## config.mk

```make
export PLATFORM = sky130hd
export DESIGN_NAME = writeback_unit_flat
export DESIGN_NICKNAME = d
export VERILOG_FILES = /design/src/rtl/writeback_unit_if.sv /design/src/rtl/writeback_unit.sv /design/src/flat_wrapper.sv
export SDC_FILE = /design/constraint.sdc
export NUM_CORES = 1
export LEC_CHECK = 0
export BUFFER_PORTS_ARGS = -buffer_cell sky130_fd_sc_hd__buf_2
export CAP_MARGIN = 20
export CORE_MARGIN = 8
export CORE_UTILIZATION = 30
export CTS_CLUSTER_SIZE = 14
export DETAILED_ROUTE_END_ITERATION = 8
export SYNTH_ARGS = -nofsm -noshare
export SYNTH_HDL_FRONTEND = slang
export SYNTH_SLANG_ARGS = --single-unit
export TNS_END_PERCENT = 5
```

## constraint.sdc

```tcl
create_clock -name clk -period 3.45 [get_ports clk]
set_input_delay 0.5175 -clock clk [delete_from_list [all_inputs] [get_ports clk]]
set_output_delay 0.5175 -clock clk [all_outputs]
set_load 0.05 [all_outputs]
```

## src/rtl/writeback_unit_if.sv

```systemverilog
// Bundle of the writeback stage's ALU, load-response and register-file write signals.
// The master side drives the ALU and load inputs. The slave side is the writeback unit.
interface writeback_unit_if #(parameter int CNT_W = 3);
  logic             alu_valid;
  logic             alu_ready;
  logic [4:0]       alu_rd;
  logic [31:0]      alu_result;
  logic             ld_valid;
  logic [4:0]       ld_rd;
  logic [31:0]      ld_data;
  logic [2:0]       ld_funct3;
  logic [1:0]       ld_addr_lo;
  logic             w_en;
  logic [4:0]       wd;
  logic [31:0]      wdata;
  logic [CNT_W-1:0] alu_count;
  logic [31:0]      instret;

  modport master (
    output alu_valid, alu_rd, alu_result,
    output ld_valid, ld_rd, ld_data, ld_funct3, ld_addr_lo,
    input  alu_ready, w_en, wd, wdata, alu_count, instret
  );

  modport slave (
    input  alu_valid, alu_rd, alu_result,
    input  ld_valid, ld_rd, ld_data, ld_funct3, ld_addr_lo,
    output alu_ready, w_en, wd, wdata, alu_count, instret
  );
endinterface

```

## src/rtl/writeback_unit.sv

```systemverilog
// Final pipeline stage: merges loads (never stalled) with FIFO-buffered ALU results
// onto one registered register-file write port, and counts retired instructions.
module writeback_unit #(
  parameter int FIFO_DEPTH = 4,
  parameter int CNT_W      = 3
) (
  input  logic            clk,
  input  logic            rst,
  writeback_unit_if.slave bus
);
  localparam int PTR_W = $clog2(FIFO_DEPTH);

  logic [36:0]      mem_q [FIFO_DEPTH];
  logic [PTR_W-1:0] wptr_q, rptr_q;
  logic [CNT_W-1:0] count_q;
  logic             w_en_q;
  logic [4:0]       wd_q;
  logic [31:0]      wdata_q;
  logic [31:0]      instret_q;

  logic             ready_s, accept_s, push_s, pop_s, sel_valid_s;
  logic [4:0]       sel_rd_s;
  logic [31:0]      sel_data_s;

  function automatic logic [31:0] format_load(input logic [31:0] data,
                                              input logic [2:0]  funct3,
                                              input logic [1:0]  addr_lo);
    logic [7:0]  byte_v;
    logic [15:0] half_v;
    byte_v = data[8*addr_lo +: 8];
    half_v = addr_lo[1] ? data[31:16] : data[15:0];
    case (funct3)
      3'b000:  format_load = {{24{byte_v[7]}}, byte_v};
      3'b001:  format_load = {{16{half_v[15]}}, half_v};
      3'b100:  format_load = {24'd0, byte_v};
      3'b101:  format_load = {16'd0, half_v};
      default: format_load = data;
    endcase
  endfunction

  // Readiness looks only at registered occupancy, so a full FIFO refuses even while popping.
  always_comb begin
    ready_s     = !rst && (count_q < CNT_W'(FIFO_DEPTH));
    accept_s    = bus.alu_valid && ready_s;
    push_s      = 1'b0;
    pop_s       = 1'b0;
    sel_valid_s = 1'b1;
    sel_rd_s    = 5'd0;
    sel_data_s  = 32'd0;
    if (bus.ld_valid) begin
      sel_rd_s   = bus.ld_rd;
      sel_data_s = format_load(bus.ld_data, bus.ld_funct3, bus.ld_addr_lo);
      push_s     = accept_s;
    end else if (count_q != '0) begin
      sel_rd_s   = mem_q[rptr_q][36:32];
      sel_data_s = mem_q[rptr_q][31:0];
      pop_s      = 1'b1;
      push_s     = accept_s;
    end else if (accept_s) begin
      sel_rd_s   = bus.alu_rd;
      sel_data_s = bus.alu_result;
    end else begin
      sel_valid_s = 1'b0;
    end
  end

  always_ff @(posedge clk) begin
    if (rst) begin
      w_en_q    <= 1'b0;
      wd_q      <= 5'd0;
      wdata_q   <= 32'd0;
      instret_q <= 32'd0;
      count_q   <= '0;
      wptr_q    <= '0;
      rptr_q    <= '0;
    end else begin
      // x0 writes still retire and update wd/wdata, only the enable is masked.
      w_en_q <= sel_valid_s && (sel_rd_s != 5'd0);
      if (sel_valid_s) begin
        wd_q      <= sel_rd_s;
        wdata_q   <= sel_data_s;
        instret_q <= instret_q + 32'd1;
      end
      if (push_s) begin
        mem_q[wptr_q] <= {bus.alu_rd, bus.alu_result};
        wptr_q        <= wptr_q + PTR_W'(1);
      end
      if (pop_s) begin
        rptr_q <= rptr_q + PTR_W'(1);
      end
      case ({push_s, pop_s})
        2'b10:   count_q <= count_q + CNT_W'(1);
        2'b01:   count_q <= count_q - CNT_W'(1);
        default: count_q <= count_q;
      endcase
    end
  end

  assign bus.alu_ready = ready_s;
  assign bus.w_en      = w_en_q;
  assign bus.wd        = wd_q;
  assign bus.wdata     = wdata_q;
  assign bus.alu_count = count_q;
  assign bus.instret   = instret_q;
endmodule

```

## src/flat_wrapper.sv

```systemverilog
// flat-port wrapper written by rule: the top's interface ports become plain ports
module writeback_unit_flat 
#(
  parameter int FIFO_DEPTH = 4,
  parameter int CNT_W      = 3
)
  (clk, rst, bus_alu_valid, bus_alu_rd, bus_alu_result, bus_ld_valid, bus_ld_rd, bus_ld_data, bus_ld_funct3, bus_ld_addr_lo, bus_alu_ready, bus_w_en, bus_wd, bus_wdata, bus_alu_count, bus_instret);
  writeback_unit_if #(.CNT_W(CNT_W)) bus_i ();
  input  logic clk;
  input  logic rst;
  input wire logic [$bits(bus_i.alu_valid)-1:0] bus_alu_valid;
  input wire logic [$bits(bus_i.alu_rd)-1:0] bus_alu_rd;
  input wire logic [$bits(bus_i.alu_result)-1:0] bus_alu_result;
  input wire logic [$bits(bus_i.ld_valid)-1:0] bus_ld_valid;
  input wire logic [$bits(bus_i.ld_rd)-1:0] bus_ld_rd;
  input wire logic [$bits(bus_i.ld_data)-1:0] bus_ld_data;
  input wire logic [$bits(bus_i.ld_funct3)-1:0] bus_ld_funct3;
  input wire logic [$bits(bus_i.ld_addr_lo)-1:0] bus_ld_addr_lo;
  output wire logic [$bits(bus_i.alu_ready)-1:0] bus_alu_ready;
  output wire logic [$bits(bus_i.w_en)-1:0] bus_w_en;
  output wire logic [$bits(bus_i.wd)-1:0] bus_wd;
  output wire logic [$bits(bus_i.wdata)-1:0] bus_wdata;
  output wire logic [$bits(bus_i.alu_count)-1:0] bus_alu_count;
  output wire logic [$bits(bus_i.instret)-1:0] bus_instret;
  assign bus_i.alu_valid = bus_alu_valid;
  assign bus_i.alu_rd = bus_alu_rd;
  assign bus_i.alu_result = bus_alu_result;
  assign bus_i.ld_valid = bus_ld_valid;
  assign bus_i.ld_rd = bus_ld_rd;
  assign bus_i.ld_data = bus_ld_data;
  assign bus_i.ld_funct3 = bus_ld_funct3;
  assign bus_i.ld_addr_lo = bus_ld_addr_lo;
  assign bus_alu_ready = bus_i.alu_ready;
  assign bus_w_en = bus_i.w_en;
  assign bus_wd = bus_i.wd;
  assign bus_wdata = bus_i.wdata;
  assign bus_alu_count = bus_i.alu_count;
  assign bus_instret = bus_i.instret;
  writeback_unit #(.FIFO_DEPTH(FIFO_DEPTH), .CNT_W(CNT_W)) u_core (.clk(clk), .rst(rst), .bus(bus_i));
endmodule
```

=== Yosys cells after proc, flatten, opt, wreduce, memory -nomap -nowiden ===
Memory sizes are Yosys's and may differ from the RTL's. A register that Yosys moved wholly into a read port is not among the register bits.
Index checks and enable logic that the tools add are counted.
W data, S select, Z words.

* Flip-flop bits (word level): 77
* Memory bits (writable): 148
* Memories kept: 1

* Add/sub/neg operators: 5
* Magnitude comparators: 1
* Eq/ne operators: 5
* Shifts and indexed selects: 1
* Muxes and demuxes: 21
* Reductions and logical operators: 8

{| class="wikitable"
|+ Memory list
! memory !! words !! bits a word !! read ports !! clocked after Yosys merged registers in !! wr ports !! line !! source
|-
| u_core.mem_q || 4 || 37 || 1 || 1 || 1 || writeback_unit.sv:13 || <nowiki>logic [36:0] mem_q [FIFO_DEPTH];</nowiki>
|}

{| class="wikitable"
|+ Operators with widths
! kind !! number
|-
| $pmux W32 S4 || 1
|-
| $mux W32 || 3
|-
| $add A32 B1 Y32 const B || 1
|-
| $shiftx A32 B6 Y8 || 1
|-
| $mux W16 || 1
|-
| $mux W5 || 3
|-
| $mux W1 || 10
|-
| $eq A3 B3 Y1 const B || 2
|-
| $pmux W3 S2 || 1
|-
| $reduce_bool A5 Y1 || 1
|-
| $add A2 B1 Y2 const B || 2
|-
| $mux W2 || 2
|-
| $add A3 B1 Y3 const B || 1
|-
| $eq A3 B1 Y1 const B || 1
|-
| $logic_and A1 B1 Y1 || 3
|-
| $logic_not A3 Y1 || 1
|-
| $lt A3 B3 Y1 const B || 1
|-
| $reduce_bool A3 Y1 || 1
|-
| $sub A3 B1 Y3 const B || 1
|-
| $eq A2 B1 Y1 const B || 1
|-
| $eq A2 B2 Y1 const B || 1
|-
| $reduce_bool A2 Y1 || 1
|-
| $logic_not A1 Y1 || 1
|}

=== Longest topological paths before layout ===
Gate-level depths: netlist of run 1.

* Depth in word-level cells: 8
* Mapped depth: 11

=== Least setup slack after synthesis of run 1 ===
No wires, ideal clock.

* Path kind: reg2reg
* Start: register u_core.count_q[0] (netlist: u_core.bus.alu_count[0])
* End: register u_core.count_q[2] (netlist: u_core.bus.alu_count[2])
* Library setup time: 0.070 ns
* Data arrival time: 2.803 ns
* Data required time: 3.380 ns
* Setup slack: 0.576 ns
* Cell stages (with the launch flop): 11
* Path buffers: 2
* Clock period less this slack: 2.874 ns
* Cell sequence: dfxtp_1 nor3_1 nor2_1 clkbuf_1 clkbuf_1 ha_1 inv_1 fa_1 xor2_1 or3_1 a21oi_1

* Elaborated cells on any way between the ends: 14
* Classes of those cells: add/sub: 2; order compare: 1; eq/ne: 2; mux: 5; reduce/logical: 4

{| class="wikitable"
|+ RTL lines
! what !! line !! source
|-
| start, declared || writeback_unit.sv:15 || <nowiki>logic [CNT_W-1:0] count_q;</nowiki>
|-
| start signal, assigned || writeback_unit.sv:92 || <nowiki>2'b10: count_q <= count_q + CNT_W'(1);</nowiki>
|-
| start signal, assigned || writeback_unit.sv:93 || <nowiki>2'b01: count_q <= count_q - CNT_W'(1);</nowiki>
|-
| start signal, assigned || writeback_unit.sv:94 || <nowiki>default: count_q <= count_q;</nowiki>
|-
| $reduce_bool A3 Y1 (*) || writeback_unit.sv:54 || <nowiki>end else if (count_q != '0) begin</nowiki>
|-
| $mux W1 (*) || writeback_unit.sv:54 ||
|-
| $mux W1 (*) || writeback_unit.sv:50 || <nowiki>if (bus.ld_valid) begin</nowiki>
|-
| via u_core.pop_s || writeback_unit.sv:21 || <nowiki>logic ready_s, accept_s, push_s, pop_s, sel_valid_s;</nowiki>
|-
| $eq A2 B1 Y1 / $eq A2 B2 Y1 (equally long branches) || writeback_unit.sv:91 || <nowiki>case ({push_s, pop_s})</nowiki>
|-
| $pmux W3 S2 / $reduce_bool A2 Y1 (equally long branches) || n/a ||
|}

The timed path passes the listed nets; every way through them passes the cells marked *.
A chain may end at the register's enable or synchronous reset.

=== Final worst setup path of run 1 ===
* Start: register u_core.count_q[0] (netlist: u_core.bus.alu_count[0])
* End: register u_core.count_q[2] (netlist: u_core.bus.alu_count[2])

* Cells in the longest elaborated chain, start to end: 7
* Elaborated cells on any way between the ends: 14
* Classes of those cells: add/sub: 2; order compare: 1; eq/ne: 2; mux: 5; reduce/logical: 4

{| class="wikitable"
|+ RTL lines
! what !! line !! source
|-
| $lt A3 B3 Y1 || writeback_unit.sv:43 || <nowiki>ready_s = !rst && (count_q < CNT_W'(FIFO_DEPTH));</nowiki>
|-
| $logic_and A1 B1 Y1 || writeback_unit.sv:43 ||
|-
| $logic_and A1 B1 Y1 || writeback_unit.sv:44 || <nowiki>accept_s = bus.alu_valid && ready_s;</nowiki>
|-
| $mux W1 || writeback_unit.sv:54 ||
|-
| $mux W1 || writeback_unit.sv:50 ||
|-
| $eq A2 B1 Y1 / $eq A2 B2 Y1 (equally long branches) || writeback_unit.sv:91 ||
|-
| $pmux W3 S2 / $reduce_bool A2 Y1 (equally long branches) || n/a ||
|}

Several ways; a longest one is shown, not always the timed one.

==> key figures, run 1 <==
Floorplanning
  – Starting Density: 0.305
  – Row Count: 65
  – Die area: 38,000 µm²
  – Die X: 195 µm
  – Core Area: 31,600 µm²
  – Die Y: 195 µm
  – I/O Pins: 157

Timing
  – Skew final: 0.0240 ns
  – Slew HR: 0.546
  – Final hold viol count: 0
  – Fin crit period: 2.28 ns
  – Fin crit share: 0.661
  – Fmax achieved: 439 MHz
  – Final setup vio count: 0
  – RSZ-0062 raised after global routing: false
  – Worst-Margin Slew: 0.680 ns
  – Fin. max-slew vios: 0
  – Setup TNS Final: 0 ns
  – Final worst setup slack: 1.17 ns
  – Hold_ws: 0.213 ns

Power and ir drop
  – Clock power share: 0.351
  – Combinational power share: 0.244
  – Net Sw Power: 2.60 mW
  – Cell Int Power: 5.49 mW
  – Power Total: 8.09 mW
  – Lkg Pwr: 4.12 nW
  – Sw Share: 0.321
  – Power Density: 688 nW/µm²
  – VDD IR max: 0.417 mV
  – Sequential Power Share: 0.405

Finish
  – Final nets: 984
  – # diodes: 0
  – Most common cell after layout, fill and taps aside: buf_2
  – Layout cells sized above 1: 0.300
  – P&R area growth vs syn: 22.5%
  – Commonest cells after routing, fill and taps aside: buf_2, edfxtp_1, nor2_1

Placed design
  – HPWL after DPL: 18.2 mm
  – RePlAce Congestion: 0.773
  – # port buffers: 156
  – Dpl ws: 1.02 ns

Logic synthesis
  – Post-synthesis async set-or-reset flop share: 0
  – Synthesis Warnings: 0
  – Synth Flop Type: edfxtp_1
  – Post-synth EDFFs: 148
  – Register area share after synthesis: 0.627
  – Mapped Avg Cell Area: 13.0 µm²
  – Yosys reg bits: 227
  – Syn nets: 828
  – Post-synth cell types: 45
  – Mapped Area: 9610 µm²
  – Mapped Cells: 738

Setup path
  – CP Buf/Inv Count: 3
  – CP max-delay cell: dfxtp_1
  – Worst Path Max Fanout: 7
  – Crit path kind: reg2reg
  – Crit-path most repeated cell: inv_1
  – Critical path's largest stage delay: 0.39 ns
  – Worst path cell trace: nor4_4 > nor2_1 > buf_4 > inv_1 > ha_1 > inv_1 > fa_1 > xor2_1 > or3_1 > a21oi_1
  – Flop-to-flop setup slack: 1.17 ns
  – Crit end category: register
  – Crit path required time: 3.89 ns
  – Crit path DAT: 2.72 ns
  – Critical Path Start Type: register
  – Cell family with most CP delay: simple AND/OR/NAND/NOR gates

Clock network
  – Post-CTS Setup Inserts: 0
  – Clock Path Buffers: 3
  – # clock sinks: 227
  – Num CTS Buffers: 26
  – Clk slew on worst S/H paths: 0.07 ns
  – CTS tree: done
  – H-tree Lvls: 1
  – Post-CTS sizing: 0
  – Worst skew pair latency: 0.53 ns
  – CTS Hold Bufs: 0
  – Root Driver: clkbuf_16

Global route
  – Total track usage: 0.138
  – Largest net degree at the start of global routing: 49
  – Antenna violations before repair: 1
  – Total grt overflow: 0
  – Vias in the first global route: 6,756
  – First-pass GRT wire length: 41.2 mm

Routing
  – DRC violations left: 0
  – Routed wire length: 26.8 mm
  – Vias/cell: 5.11
  – WL/cell: 20.4 µm
  – DRT Pass-1 Iters: 5
  – DR iter-0 viols: 413
  – Antenna-violating nets left: 0
  – Via count: 6,719

Job
  – Max-cap violations: 0

Hold path
  – Min-delay worst type: in2reg

Run status
  – Status: completed
==> registers in the layout (all words and copies together), names as in the netlist, named ones only <==
name / flops
u_core.bus.w_en: 1
u_core.rptr_q: 2
u_core.mem_q: 148
u_core.bus.wd: 5
u_core.bus.wdata: 32
u_core.wptr_q: 2
u_core.bus.alu_count: 3
u_core.bus.instret: 32
==> worst reg2reg max path: cells and delay by family, from the launching register on <==
| kind | cells | cell delay [ns] |
|---|---|---|
| flops | 1 | 0.39 |
| fa+ha+maj | 2 | 0.56 |
| compound gates | 1 | 0.14 |
| buf+inv | 3 | 0.29 |
| simple gates | 3 | 0.69 |
| xor+xnor | 1 | 0.15 |
==> path summary, 6_finish.rpt <==
path                                                      startpoint                              endpoint  cells past startpoint
worst max-delay path            u_core.bus.alu_count[0]$_SDFFE_PP0P_  u_core.bus.alu_count[2]$_SDFFE_PP0P_                     10
worst min-delay path                              bus_alu_result[17]         u_core.mem_q[1][17]$_DFFE_PP_                      1
worst max register to register  u_core.bus.alu_count[0]$_SDFFE_PP0P_  u_core.bus.alu_count[2]$_SDFFE_PP0P_                     10
worst min register to register         u_core.bus.wd[1]$_SDFFE_PP0P_         u_core.bus.wd[1]$_SDFFE_PP0P_                      2
==> power by group through the flow <==
stage	sequential (mW)	combinational, mW	clock, mW
after floorplan	3.76	0.972	0
after global placement	3.34	1.99	0
after detailed placement	3.34	2.00	0
after CTS	3.28	2.00	2.92
after global routing	3.31	2.13	3.03
final	3.28	1.97	2.84
==> metrics by stage <==
step | std cells | instance area [µm²] | util
after floorplan | 738 | 9610 | -
final | 1316 | 11800 | 0.373
after CTS | 1316 | 11800 | 0.373
after global routing | 1316 | 11800 | 0.373
after global placement | 1268 | 10900 | 0.345
after detailed placement | 1268 | 10900 | 0.345
==> synthesized netlist by cell type, drive strengths merged, types with 16 or more instances <==
cell type / instances / area, µm²
a21oi: 28 / 140
a311oi: 32 / 280
xor2: 16 / 140
mux4: 38 / 856
and2: 22 / 138
nand2: 57 / 214
dfxtp: 79 / 1580
nor2: 80 / 300
o21ai: 62 / 310
edfxtp: 148 / 4440
clkbuf: 38 / 143
==> layer usage <==
layer  wire length, µm  vias to the layer above  GRT usage  share of wire
li1                  -                     3117          -              -
met1             12200                     3300      0.193           0.46
met2             12200                      264      0.216           0.46
met3              1860                       36     0.0292          0.069
met4               543                        2     0.0334          0.020
met5                 8                        -          0        0.00030
==> layout make-up <==
| type | instances | area [µm²] |
|---|---|---|
| Fill cell | 3059 | 19800 |
| Sequential cell | 227 | 6030 |
| Multi-Input combinational cell | 452 | 3370 |
| Timing Repair Buffer | 177 | 938 |
| Clock buffer | 33 | 687 |
| Tap cell | 402 | 503 |
| Clock inverter | 15 | 208 |
| Inverter | 10 | 37.5 |
==> cells by family after synthesis <==
logic type | Yosys count | synth area share
AO/OA/AOI/OAI | 147 | 0.101
flip-flops | 227 | 0.627
buffers and inverters | 59 | 0.0249
XOR/XNOR | 24 | 0.0219
adder cells (fa/ha/maj) | 7 | 0.00989
AND/OR/NAND/NOR | 225 | 0.115
multiplexers | 49 | 0.101
No activity file was read; power rests on OpenSTA's default activity.
==> run 2, diff against run 1 <==
==> constraint.sdc (replaced) <==
create_clock -name clk -period 2.24 [get_ports clk]
set_input_delay 0.336 -clock clk [delete_from_list [all_inputs] [get_ports clk]]
set_output_delay 0.336 -clock clk [all_outputs]
set_load 0.05 [all_outputs]
==> run 2 against run 1 <==
- design area up 2.5%
- hold slack worse by 0.19 ns
- first-iteration DRC count increased by 19%
- clock power is 54% higher
- critical path depth down 1
- cell count rose by 1.9%
- die area stayed put
- maximum frequency is 7.0% higher
- utilization increased by 0.92 points
- total power up 55%
- largest power group unchanged
- highest routed layer unchanged
==> key figures, run 2 (synthesis results as in run 1) <==
Power and ir drop
  – Lkg Pwr: 4.26 nW (was 4.12 nW)
  – VDD IR max: 0.841 mV (was 0.417 mV)
  – Power Density: 1040 nW/µm² (was 688 nW/µm²)
  – Power Total: 12.6 mW (was 8.09 mW)

Routing
  – WL/cell: 20.3 µm (was 20.4 µm)
  – Vias/cell: 5.06 (was 5.11)
  – Antenna-violating nets left: 0 (unchanged)
  – DRC violations left: 0 (unchanged)
  – Via count: 6,791 (was 6,719)
  – Routed wire length: 27.3 mm (was 26.8 mm)
  – DRT Pass-1 Iters: 6 (was 5)
  – DR iter-0 viols: 491 (was 413)

Global route
  – Met3 usage: 0.0294 (was 0.0292)
  – GRT Max-Usage Layer: met2 (unchanged)
  – Total track usage: 0.138 (about the same)
  – GR Layer Usage met1: 0.194 (was 0.193)
  – Antenna violations before repair: 2 (was 1)
  – Total grt overflow: 0 (unchanged)
  – Met2 global-route usage: 0.217 (was 0.216)
  – First-pass GRT wire length: 41.3 mm (was 41.2 mm)
  – Vias in the first global route: 6,772 (was 6,756)
  – Largest net degree at the start of global routing: 80 (was 49)

Placed design
  – RePlAce Congestion: 0.810 (was 0.773)
  – # port buffers: 156 (unchanged)
  – Placed instance count: 1,282 (was 1,268)
  – Dpl ws: -0.0407 ns (was 1.02 ns)
  – HPWL after DPL: 18.8 mm (was 18.2 mm)

Setup path
  – Crit-path most repeated cell: inv_1 (unchanged)
  – Crit path kind: reg2reg (unchanged)
  – Crit path DAT: 2.57 ns (was 2.72 ns)
  – Critical Path Start Type: register (unchanged)
  – Cell family with most CP delay: simple AND/OR/NAND/NOR gates (unchanged)
  – CP Buf/Inv Count: 2 (was 3)
  – Crit path required time: 2.68 ns (was 3.89 ns)
  – Crit end category: register (unchanged)
  – CP max-delay cell: or3b_1 (was dfxtp_1)
  – Crit path from: u_core.bus.alu_count[2]$_SDFFE_PP0P_ (was u_core.bus.alu_count[0]$_SDFFE_PP0P_)
  – Worst Path Max Fanout: 7 (unchanged)
  – Worst path cell trace: or3b_1 > nor2_1 > inv_1 > ha_1 > inv_1 > fa_1 > xor2_1 > or3_1 > a21oi_1 (was nor4_4 > nor2_1 > buf_4 > inv_1 > ha_1 > inv_1 > fa_1 > xor2_1 > or3_1 > a21oi_1)
  – Critical path's largest stage delay: 0.47 ns (was 0.39 ns)
  – R2R Path Start: u_core.bus.alu_count[2]$_SDFFE_PP0P_ (was u_core.bus.alu_count[0]$_SDFFE_PP0P_)

Timing
  – Fin crit share: 0.951 (was 0.661)
  – Final hold viol count: 0 (unchanged)
  – Worst-Margin Slew: 1.07 ns (was 0.680 ns)
  – Skew final: 0.0251 ns (was 0.0240 ns)
  – RSZ-0062 raised after global routing: false (unchanged)
  – Slew HR: 0.285 (was 0.546)
  – Fmax achieved: 469 MHz (was 439 MHz)
  – Final worst setup slack: 0.110 ns (was 1.17 ns)
  – Fin crit period: 2.13 ns (was 2.28 ns)
  – Fin. max-slew vios: 0 (unchanged)
  – Final setup vio count: 0 (unchanged)
  – Hold_ws: 0.0220 ns (was 0.213 ns)

Finish
  – P&R area growth vs syn: 25.5% (was 22.5%)
  – Top reg by flops: u_core.mem_q (unchanged)
  – Layout cells sized above 1: 0.312 (was 0.300)
  – Non-Filler Instances: 1,341 (was 1,316)
  – Final nets: 1,006 (was 984)
  – Commonest cells after routing, fill and taps aside: buf_2, edfxtp_1, nor2_1 (unchanged)
  – Post-layout util: 0.382 (was 0.373)
  – Max reg flops: 148 (unchanged)
  – Most common cell after layout, fill and taps aside: buf_2 (unchanged)
  – Fillcell total: 3,067 (was 3,059)

Job
  – Max-cap violations: 0 (unchanged)

Clock network
  – Root Driver: clkbuf_16 (unchanged)
  – Clock Path Buffers: 3 (unchanged)
  – Clk slew on worst S/H paths: 0.06 ns (was 0.07 ns)
  – Post-CTS Setup Inserts: 0 (unchanged)
  – Num CTS Buffers: 27 (was 26)
  – H-tree Lvls: 1 (unchanged)
  – Post-CTS sizing: 0 (unchanged)
  – # clock sinks: 227 (unchanged)
  – Worst skew pair latency: 0.55 ns (was 0.53 ns)
  – CTS tree: done (unchanged)

Run status
  – Status: completed (unchanged)

Hold path
  – Min-delay worst type: in2reg (unchanged)
  – Worst Min Path Start: bus_alu_result[15] (was bus_alu_result[17])

Floorplanning
  – Die area: 38,000 µm² (unchanged)
  – Row Count: 65 (unchanged)
  – Die X: 195 µm (unchanged)
  – Core Area: 31,600 µm² (unchanged)
  – I/O Pins: 157 (unchanged)
  – Starting Density: 0.305 (unchanged)
  – Die Y: 195 µm (unchanged)
==> run 2: changes by cell type in the layout (fill, tap and decap cells not counted), sizes merged, moves of 4 or more <==
cell	delta
buf	+14
dlygate4sd3	+7
clkbuf	+4
clkinvlp	-4
==> run 2: final timing paths <==
| kind | depth (start not counted) | to | slack (ns) |
|---|---|---|---|
| worst max-delay path | 9 | u_core.bus.alu_count[2]$_SDFFE_PP0P_ | 0.11 |
| worst min-delay path | 1 | u_core.mem_q[1][15]$_DFFE_PP_ | 0.02 |
| worst max register to register | 9 | u_core.bus.alu_count[2]$_SDFFE_PP0P_ | 0.11 |
| worst min register to register | 2 | u_core.bus.wd[4]$_SDFFE_PP0P_ | 0.45 |
==> run 2: area by class of cell <==
class / instances / area (µm²) / share of cell area
clock inverter: 13 / 146 / 0.0121
tap: 402 / 503 / 0.0417
antenna: 2 / 5.00 / 0.000415
timing repair buffer: 198 / 1210 / 0.101
sequential: 227 / 6030 / 0.500
multi-input combinational: 452 / 3370 / 0.279
inverter: 10 / 37.5 / 0.00311
clock buffer: 37 / 753 / 0.0625
==> run 2: metal layers <==
layer	vias up	share of wire	wire length, µm
met3	37	0.068	1850
met5	-	0.00029	8
li1	3168	-	-
met2	240	0.45	12400
met1	3344	0.46	12500
met4	2	0.021	571
==> run 2: metrics by stage <==
step                cell area (µm²)  TNS, ns
detailed placement            11100   -0.148
global placement              11100        0
CTS                           12100        0
floorplan                      9620   -41.63
global route                  12100        0
finish                        12100        0
==> run 2: timing repair <==
| item | 4_1_cts | 5_1_grt |
|---|---|---|
| setup endpoints to repair | 0 | 0 |
| hold buffers | 7 | 0 |
| endpoints found under the hold margin | 24 | 0 |
==> run 2: report_power, final <==
group / switching, mW / leakage (nW) / internal, mW
Clock: 1.77 / 0.437 / 2.61
Combinational: 2.08 / 1.84 / 1.06
Sequential: 0.226 / 1.99 / 4.82
Total: 4.08 / 4.26 / 8.49
==> run 3, diff against run 2 <==
--- a/config.mk
+++ b/config.mk
@@ -9,6 +9,7 @@
 export CAP_MARGIN = 20
 export CORE_MARGIN = 8
 export CORE_UTILIZATION = 30
+export CTS_BUF_LIST = sky130_fd_sc_hd__clkbuf_8 sky130_fd_sc_hd__clkbuf_16
 export CTS_CLUSTER_SIZE = 14
 export DETAILED_ROUTE_END_ITERATION = 8
 export SYNTH_ARGS = -nofsm -noshare
==> run 3 against run 2 <==
- first-iteration DRC count is 1.2% lower
- register-to-register slack hardly changed
- clock power hardly changed
- cell count stayed put
- die area stayed put
- combinational power hardly changed
- maximum frequency hardly changed
- clock skew hardly changed
- setup slack hardly changed
- critical endpoint unchanged
- largest power group unchanged
- highest routed layer unchanged
==> key figures, run 3 (synthesis results as in run 1) <==
Global route
  – Vias in the first global route: 6,772 (unchanged)
  – Total track usage: 0.138 (unchanged)
  – First-pass GRT wire length: 41.3 mm (unchanged)
  – Total grt overflow: 0 (unchanged)
  – Antenna violations before repair: 2 (unchanged)
  – Largest net degree at the start of global routing: 80 (unchanged)

Finish
  – Top reg by flops: u_core.mem_q (unchanged)
  – Layout cells sized above 1: 0.312 (unchanged)
  – Finished Cell Area: 12,100 µm² (unchanged)
  – P&R area growth vs syn: 25.5% (unchanged)
  – Max reg flops: 148 (unchanged)
  – Final nets: 1,006 (unchanged)
  – Commonest cells after routing, fill and taps aside: buf_2, edfxtp_1, nor2_1 (unchanged)
  – Non-Filler Instances: 1,341 (unchanged)
  – Post-layout util: 0.382 (unchanged)
  – Fillcell total: 3,067 (unchanged)
  – Most common cell after layout, fill and taps aside: buf_2 (unchanged)

Timing
  – Slew HR: 0.288 (was 0.285)
  – Final setup vio count: 0 (unchanged)
  – RSZ-0062 raised after global routing: false (unchanged)
  – Hold_ws: 0.0237 ns (was 0.0220 ns)
  – Fmax achieved: 469 MHz (about the same)
  – Skew final: 0.0253 ns (was 0.0251 ns)
  – Final hold viol count: 0 (unchanged)
  – Fin crit share: 0.951 (about the same)
  – Setup TNS Final: 0 ns (unchanged)
  – Worst-Margin Slew: 1.06 ns (was 1.07 ns)
  – Fin. max-slew vios: 0 (unchanged)
  – Final worst setup slack: 0.110 ns (about the same)
  – Fin crit period: 2.13 ns (about the same)

Hold path
  – Min-delay worst type: in2reg (unchanged)
  – Hold Path Depth: 1 (unchanged)
  – Worst Hold Path EP: u_core.mem_q[3][16]$_DFFE_PP_ (was u_core.mem_q[1][15]$_DFFE_PP_)
  – Worst Min Path Start: bus_alu_result[16] (was bus_alu_result[15])

Setup path
  – Critical Path Start Type: register (unchanged)
  – Cell family with most CP delay: simple AND/OR/NAND/NOR gates (unchanged)
  – Crit path DAT: 2.57 ns (about the same)
  – Worst path cell trace: or3b_1 > nor2_1 > inv_1 > ha_1 > inv_1 > fa_1 > xor2_1 > or3_1 > a21oi_1 (unchanged)
  – CP Buf/Inv Count: 2 (unchanged)
  – WP depth: 9 (unchanged)
  – Crit end category: register (unchanged)
  – Flop-to-flop setup slack: 0.11 ns (about the same)
  – Crit path kind: reg2reg (unchanged)
  – Critical path's largest stage delay: 0.47 ns (about the same)
  – Crit path required time: 2.68 ns (about the same)
  – Worst Path Max Fanout: 7 (unchanged)
  – Worst r2r dst: u_core.bus.alu_count[2]$_SDFFE_PP0P_ (unchanged)
  – R2R Path Start: u_core.bus.alu_count[2]$_SDFFE_PP0P_ (unchanged)
  – Crit-path most repeated cell: inv_1 (unchanged)
  – R2R cell count: 9 (unchanged)
  – CP max-delay cell: or3b_1 (unchanged)

Routing
  – Routed wire length: 27.3 mm (about the same)
  – DR iter-0 viols: 485 (was 491)
  – Vias/cell: 5.08 (was 5.06)
  – DRT Pass-1 Iters: 6 (unchanged)
  – WL/cell: 20.3 µm (about the same)
  – DRC violations left: 0 (unchanged)
  – Via count: 6,807 (was 6,791)
  – Antenna-violating nets left: 0 (unchanged)

Floorplanning
  – Die Y: 195 µm (unchanged)
  – Row Count: 65 (unchanged)
  – I/O Pins: 157 (unchanged)
  – Core Area: 31,600 µm² (unchanged)
  – Die area: 38,000 µm² (unchanged)
  – Starting Density: 0.305 (unchanged)
  – Die X: 195 µm (unchanged)

Clock network
  – Clk slew on worst S/H paths: 0.06 ns (about the same)
  – Num CTS Buffers: 27 (unchanged)
  – # clock sinks: 227 (unchanged)
  – Post-CTS sizing: 0 (unchanged)
  – Worst skew pair latency: 0.55 ns (about the same)
  – H-tree Lvls: 1 (unchanged)
  – Root Driver: clkbuf_16 (unchanged)
  – CTS tree: done (unchanged)
  – Clock Path Buffers: 3 (unchanged)

Power and ir drop
  – VDD IR max: 0.849 mV (was 0.841 mV)
  – Lkg Pwr: 4.29 nW (was 4.26 nW)
  – Power Density: 1040 nW/µm² (about the same)
  – Power Total: 12.5 mW (was 12.6 mW)

Placed design
  – RePlAce Congestion: 0.810 (unchanged)
  – DP Area: 11,100 µm² (unchanged)
  – HPWL after DPL: 18.8 mm (unchanged)
  – Dpl ws: -0.0407 ns (unchanged)
  – Placed instance count: 1,282 (unchanged)
  – # port buffers: 156 (unchanged)

Job
  – Max-cap violations: 0 (unchanged)

Run status
  – Status: completed (unchanged)
==> run 3: cell types whose count changed in the layout (fill, tap and decap cells not counted), sizes merged <==
cell | before | now
clkbuf | 37 | 31
inv | 12 | 18
==> run 3: cell type report <==
| cell class | count | area (µm²) | share of cell area |
|---|---|---|---|
| Antenna cell | 2 | 5.00 | 0.000415 |
| Clock buffer | 31 | 731 | 0.0606 |
| Clock inverter | 19 | 169 | 0.0140 |
| Inverter | 10 | 37.5 | 0.00311 |
| Multi-Input combinational cell | 452 | 3370 | 0.279 |
| Sequential cell | 227 | 6030 | 0.500 |
| Tap cell | 402 | 503 | 0.0417 |
| Timing Repair Buffer | 198 | 1210 | 0.101 |
==> run 3: worst max-delay path by stage <==
| stage | startpoint | to | slack [ns] |
|---|---|---|---|
| 3_5_place_dp | bus_ld_addr_lo[1] | u_core.bus.wdata[21]$_SDFFE_PP0P_ | -0.04 |
| 6_report | u_core.bus.alu_count[2]$_SDFFE_PP0P_ | u_core.bus.alu_count[2]$_SDFFE_PP0P_ | 0.11 |
| 5_1_grt | u_core.bus.alu_count[2]$_SDFFE_PP0P_ | u_core.bus.alu_count[2]$_SDFFE_PP0P_ | 0.01 |
| 4_1_cts | u_core.bus.alu_count[2]$_SDFFE_PP0P_ | u_core.bus.alu_count[2]$_SDFFE_PP0P_ | 0.11 |
| 2_1_floorplan | rst | u_core.mem_q[3][0]$_DFFE_PP_ | -0.37 |
| 3_3_place_gp | bus_ld_addr_lo[1] | u_core.bus.wdata[16]$_SDFFE_PP0P_ | 0.03 |
==> run 3: repair_timing <==
action / 4_1_cts / 5_1_grt
setup buffers: 0 / 0
hold buffers: 7 / 0
hold endpoints to repair: 24 / 0
==> run 3: layer usage <==
| metal | track usage | wire length (µm) |
|---|---|---|
| met5 | 0 | 13 |
| met4 | 0.0312 | 574 |
| met1 | 0.194 | 12500 |
| met3 | 0.0294 | 1860 |
| met2 | 0.217 | 12300 |
==> run 3: report_power, final <==
group	total [mW]	internal, mW	leakage [nW]	switching (mW)
sequential	5.04	4.82	1.99	0.225
clock	4.36	2.58	0.462	1.78
combinational	3.15	1.06	1.84	2.08
==> run 3: worst reg2reg max path: cells and delay by family (launching register included) <==
family	cells	cell delay, ns
compound gates	1	0.15
buf+inv	2	0.14
flops	1	0.37
simple gates	3	0.94
fa+ha+maj	2	0.37
xor+xnor	1	0.07
